==> src/rtl/perf_pkg.sv <==
// Shared constants and types for the performance monitor: control FSM states,
// readout index width and counter overflow modes.
package perf_pkg;

  typedef enum logic [1:0] {
    ST_IDLE,
    ST_RUN,
    ST_HALT
  } perf_state_e;

  localparam int unsigned IDX_W = 5;

  localparam int unsigned SAT_WRAP = 0;
  localparam int unsigned SAT_HOLD = 1;

endpackage

==> src/rtl/perf_counter.sv <==
// Single event/cycle counter with synchronous clear and selectable
// wrap-around or saturate-at-all-ones overflow behaviour.
module perf_counter
  import perf_pkg::*;
#(
  parameter int unsigned CNT_W = 32,
  parameter int unsigned SAT   = SAT_WRAP
) (
  input  logic             clk,
  input  logic             en,
  input  logic             clr,
  output logic [CNT_W-1:0] cnt_o
);

  logic [CNT_W-1:0] cnt_q;
  logic [CNT_W-1:0] cnt_d;

  always_comb begin
    cnt_d = cnt_q;
    if (clr) begin
      cnt_d = '0;
    end else if (en) begin
      if (SAT == SAT_HOLD && cnt_q == '1) begin
        cnt_d = cnt_q;
      end else begin
        cnt_d = cnt_q + CNT_W'(1);
      end
    end
  end

  always_ff @(posedge clk) begin
    cnt_q <= cnt_d;
  end

  assign cnt_o = cnt_q;

endmodule

==> src/rtl/perf_monitor.sv <==
// Cycle and per-channel event counters with an IDLE/RUN/HALT run controller
// and a snapshot bank streamed out over a valid/ready readout port.
module perf_monitor
  import perf_pkg::*;
#(
  parameter int unsigned NUM_EVT     = 2,
  parameter int unsigned CNT_W       = 32,
  parameter int unsigned SAT         = SAT_WRAP,
  parameter int unsigned CYCLE_LIMIT = 30
) (
  input  logic               clk,
  input  logic               rst,
  input  logic               start,
  input  logic               clear_i,
  input  logic [NUM_EVT-1:0] evt_i,
  input  logic               snap_i,
  output logic               rd_valid_o,
  input  logic               rd_ready_i,
  output logic [IDX_W-1:0]   rd_idx_o,
  output logic [CNT_W-1:0]   rd_data_o,
  output logic               halt_o,
  output logic               busy_o
);

  localparam int unsigned       NUM_W    = NUM_EVT + 1;
  localparam logic [IDX_W-1:0]  LAST_IDX = IDX_W'(NUM_EVT);
  localparam logic [CNT_W-1:0]  LIMIT_M1 = CNT_W'(CYCLE_LIMIT - 1);

  perf_state_e      state_q, state_d;
  logic             busy_q, busy_d;
  logic [IDX_W-1:0] idx_q, idx_d;
  logic [CNT_W-1:0] shadow_q [NUM_W];
  logic [CNT_W-1:0] shadow_d [NUM_W];
  logic [CNT_W-1:0] cnt      [NUM_W];
  logic             counting;
  logic             cnt_clr;

  assign counting = (state_q == ST_RUN);
  assign cnt_clr  = rst | clear_i;

  // Slot 0 is the cycle counter, slot k+1 is event channel k.
  perf_counter #(.CNT_W(CNT_W), .SAT(SAT)) u_cyc_cnt (
    .clk   (clk),
    .en    (counting),
    .clr   (cnt_clr),
    .cnt_o (cnt[0])
  );

  for (genvar k = 0; k < NUM_EVT; k++) begin : g_evt
    perf_counter #(.CNT_W(CNT_W), .SAT(SAT)) u_evt_cnt (
      .clk   (clk),
      .en    (counting & evt_i[k]),
      .clr   (cnt_clr),
      .cnt_o (cnt[k+1])
    );
  end

  always_comb begin
    state_d = state_q;
    case (state_q)
      ST_IDLE: if (start) state_d = ST_RUN;
      ST_RUN:  if (CYCLE_LIMIT != 0 && cnt[0] == LIMIT_M1) state_d = ST_HALT;
      ST_HALT: state_d = ST_HALT;
      default: state_d = ST_IDLE;
    endcase
    if (clear_i) state_d = ST_IDLE;
  end

  always_comb begin
    shadow_d = shadow_q;
    busy_d   = busy_q;
    idx_d    = idx_q;
    if (snap_i && !busy_q) begin
      shadow_d = cnt;
      busy_d   = 1'b1;
      idx_d    = '0;
    end else if (busy_q && rd_ready_i) begin
      if (idx_q == LAST_IDX) begin
        busy_d = 1'b0;
        idx_d  = '0;
      end else begin
        idx_d = idx_q + IDX_W'(1);
      end
    end
    if (clear_i) begin
      busy_d = 1'b0;
      idx_d  = '0;
    end
  end

  always_ff @(posedge clk) begin
    if (rst) begin
      state_q <= ST_IDLE;
      busy_q  <= 1'b0;
      idx_q   <= '0;
      for (int unsigned i = 0; i < NUM_W; i++) shadow_q[i] <= '0;
    end else begin
      state_q  <= state_d;
      busy_q   <= busy_d;
      idx_q    <= idx_d;
      shadow_q <= shadow_d;
    end
  end

  always_comb begin
    rd_data_o = '0;
    for (int unsigned i = 0; i < NUM_W; i++) begin
      if (idx_q == IDX_W'(i)) rd_data_o = shadow_q[i];
    end
  end

  assign rd_valid_o = busy_q;
  assign busy_o     = busy_q;
  assign rd_idx_o   = idx_q;
  assign halt_o     = (state_q == ST_HALT);

endmodule

==> config.mk <==
export PLATFORM = sky130hd
export DESIGN_NAME = perf_monitor
export DESIGN_NICKNAME = d
export VERILOG_FILES = /design/src/rtl/perf_pkg.sv /design/src/rtl/perf_counter.sv /design/src/rtl/perf_monitor.sv
export SDC_FILE = /design/constraint.sdc
export NUM_CORES = 1
export LEC_CHECK = 0
export ABC_AREA = 1
export BUFFER_PORTS_ARGS = -buffer_cell sky130_fd_sc_hd__buf_2
export CELL_PAD_IN_SITES_DETAIL_PLACEMENT = 1
export CELL_PAD_IN_SITES_GLOBAL_PLACEMENT = 2
export CORE_MARGIN = 2
export CORE_UTILIZATION = 38
export CTS_CLUSTER_DIAMETER = 40
export DETAILED_ROUTE_END_ITERATION = 10
export GPL_TIMING_DRIVEN = 0
export PLACE_DENSITY = 0.84
export SYNTH_ARGS = -nofsm -noshare
export SYNTH_HDL_FRONTEND = slang
export SYNTH_SLANG_ARGS = --single-unit
==> constraint.sdc <==
create_clock -name clk -period 2.34 [get_ports clk]
set_input_delay 0 -clock clk [delete_from_list [all_inputs] [get_ports clk]]
set_output_delay 0 -clock clk [all_outputs]
set_load 0.01 [all_outputs]
==> flow_summary_export.csv <==
group,metric,value,unit
status,status,"finished, final reports clean",
pwr,power.internal,5.17,mW
layout,nFillCells,3185,
global_routing,met1_usage,35.7,%
pwr,vdd_drop_max,0.000437,V
floorplan,initial_core_util,38.7,%
synth,synth_nets,1378,
timing,fin_tns_setup,0,ns
min_path,min-delay-start,"evt_i[0]",
synth,synth-edff-count,0,
worst_setup_path,arrival,2.25,ns
timing,fin_crit_sh,96.2,%
worst_setup_path,end_kind,"primary output",
layout,fin_nets,1447,
drt,dr.first_iter.drc_count,511,
min_path,hp-class,"in -> reg",
worst_setup_path,critPathLaunchType,"flip-flop",
global_routing,grt_max_degree,19,
pwr,leakage,4.12,nW
synth,synth-seq-area-share,42.4,%
worst_setup_path,worstPathMaxFanout,10,
floorplan,pin_count,48,
clocking,clock-root-buffer,"clkbuf_16",
synth,ys_async_sr_fraction,0,%
pwr,combPwrFrac,7.5,%
synth,synth.avg_cell_area,6.95,sq um
floorplan,coreArea,24400,sq um
layout,stdcell_area,10700,sq um
synth,synth-main-ff-cell,"dfxtp_1",
layout,diodes,0,
global_routing,grtUsageTotal,25.8,%
global_routing,grt_pass1_wl,52000,microns
pwr,power_density,659,nW/um^2
clocking,numCtsBuffers,17,
synth,synth_area,9450,sq um
timing,slew_headroom,30.3,%
drt,first_pass_iters,4,
floorplan,fp.dieH,162,microns
global_routing,grt_busiest_layer,"met2",
synth,ys_ff_latch,200,
synth,ys_warn_count,0,
timing,setup_violations,0,
synth,netlist_instances,1359,
clocking,clock_path_buffers,2,
worst_setup_path,crit_required,2.34,ns
global_routing,overflow,0,
global_routing,antenna_found_initial,0,
timing,hold-worst-slack,0.0268,ns
clocking,clk_latency,0.44,ns
placed_design,gp_congestion,0.838,
clocking,path_clk_slew,0.07,ns
pwr,switching_share,26.8,%
floorplan,fp.dieW,162,microns
worst_setup_path,rr_startpoint,"state_q[1]$_SDFFE_PP0P_",
flow_run,drv_cap,0,
drt,ant_nets,0,
placed_design,placed_cell_area,10100,sq um
global_routing,use_met3,3.40,%
global_routing,grt_pass1_vias,9191,
floorplan,rows,57,
drt,drc_errors,0,
synth,ys_types,37,
worst_setup_path,cp-startpoint,"rd_idx_o[0]$_SDFFE_PP0P_",
drt,avgViaCountPerCell,5.22,
drt,wl_per_cell,18.6,microns
pwr,pwr-share-seq,50.7,%
clocking,cts_tree,"built",
pwr,power_frac_clock,41.8,%
pwr,finalPower,7.07,mW
timing,timing.fmax,444,MHz
worst_setup_path,reg2reg_setup_slack,0.29,ns
pwr,p_switching,1.90,mW
timing,hold_viol,0,
drt,via_count,9199,
timing,fin_crit,2.25,ns
layout,drive_gt1_share,10.1,%
timing,drv_slew,0,
clocking,clock_sinks,200,
clocking,h-tree-depth,4,
worst_setup_path,worstSetupPathType,"reg -> out",
drt,routed_wl,32800,microns
clocking,post_cts.repair.setup_buffers,0,
placed_design,dpl.hpwl,25500,microns
placed_design,io_buffers,47,
floorplan,die-area,26100,sq um
global_routing,use_met2,42.6,%
layout,area_delta_synth_final,13.5,%
timing,clock_skew,0.0129,ns
timing,worst_pin_slew,1.05,ns
-- stage by stage --
stage | instances | utilization, % | worst slack (ns)
after floorplan | 1359 | - | 0.780
after global placement | 1730 | 41.4 | 0.192
after detailed placement | 1730 | 41.4 | 0.158
after CTS | 1763 | 43.8 | 0.0239
after global routing | 1763 | 44.0 | -0.00820
final | 1763 | 44.0 | 0.0884
-- cell usage after synthesis, types with 2 or more instances --
library cell,instances,share of area (%)
dfxtp_1,200,42
nor4_1,5,0.33
nand3b_1,4,0.32
xnor2_1,3,0.28
nor3_4,3,0.52
nand4_1,21,1.4
inv_1,143,5.7
xor2_1,8,0.74
nor2_1,201,8.0
nand3_2,6,0.64
nand2_1,222,8.8
o21ai_0,138,7.3
a31oi_1,34,2.3
or2_2,2,0.13
nor2_4,8,0.95
buf_4,4,0.32
a21oi_1,134,7.1
inv_2,5,0.20
nand3_1,87,4.6
nor2_2,8,0.53
buf_2,11,0.58
nand2_2,5,0.33
clkbuf_1,39,1.5
buf_1,3,0.12
nor3b_1,3,0.24
ha_1,11,1.5
nor3_1,36,1.9
o21a_1,3,0.24
nor3_2,3,0.32
o21ai_1,2,0.11
-- final timing paths --
kind / to / cells after the start
hold reg to reg: shadow_q[51]$_SDFFE_PP0P_ / 2
setup reg to reg: g_evt[1].u_evt_cnt.cnt_o[13]$_SDFFE_PP0P_ / 9
setup / recovery: rd_data_o[25] / 8
hold / removal: g_evt[0].u_evt_cnt.cnt_o[0]$_SDFFE_PP0P_ / 3
-- layout make-up --
cell class	instances	area, sq um	area share [%]
Buffer	59	270	2.52
Clock inverter	13	139	1.29
Inverter	149	559	5.21
Timing Repair Buffer	50	265	2.47
Tap cell	324	405	3.78
Multi-Input combinational cell	951	4660	43.4
Sequential cell	200	4000	37.3
Clock buffer	17	425	3.97
-- cells by family (layout without fill, tap and decap cells) --
kind of cell    Yosys count  after routing  share of synthesized area (%)
simple gates            617            617                           29.4
flops                   200            200                           42.4
buf+inv                 208            288                           8.66
compound gates          312            312                           17.1
fa+ha+maj                11             11                           1.46
xor+xnor                 11             11                           1.02
-- power groups by stage --
stage          clock [mW]  combinational, mW  sequential [mW]
2_1_floorplan           0              0.320             3.63
3_3_place_gp            0              0.511             3.66
3_5_place_dp            0              0.523             3.66
4_1_cts              3.00              0.532             3.58
5_1_grt              3.15              0.593             3.59
6_report             2.96              0.532             3.58
-- routing by layer --
| layer | vias up | wire [microns] |
|---|---|---|
| met4 | 0 | 628 |
| met5 | - | 0 |
| met1 | 4433 | 16100 |
| met3 | 34 | 924 |
| li1 | 4613 | - |
| met2 | 119 | 15200 |
-- layout by cell type, fill, tap and decap left out, drive strengths merged --
master	synthesis	final
a2111oi	1	1
a21oi	134	134
a31oi	34	34
and2	1	1
buf	19	63
bufinv	0	1
clkbuf	40	60
clkinv	1	6
dfxtp	200	200
dlygate4sd3	0	3
ha	11	11
inv	148	155
nand2	228	228
nand3	94	94
nand3b	4	4
nand4	21	21
nor2	217	217
nor3	42	42
nor3b	3	3
nor4	5	5
o21a	3	3
o21ai	140	140
or2	2	2
xnor2	3	3
xor2	8	8
-- flip-flops by register name, indices dropped and copies added, names as in the netlist --
name	cells
busy_o	1
g_evt.u_evt_cnt.cnt_o	64
rd_idx_o	5
shadow_q	96
state_q	2
u_cyc_cnt.cnt_o	32
-- repair_timing --
item	4_1_cts	5_1_grt
pin swaps	0	0
hold buffers	3	0
gates resized for setup	5	10
endpoints found under the setup margin	13	22
endpoints found under the hold margin	4	0
-- worst max-delay path: stages (launching register included) --
cell and delay [ns]:
dfxtp_1 0.40, inv_1 0.10, ha_1 0.20, nand3b_1 0.12, clkbuf_4 0.22, clkbuf_4 0.24, nor2_1 0.06, a31oi_1 0.28
buf_2 0.20
(Power assumes the default switching activity.)
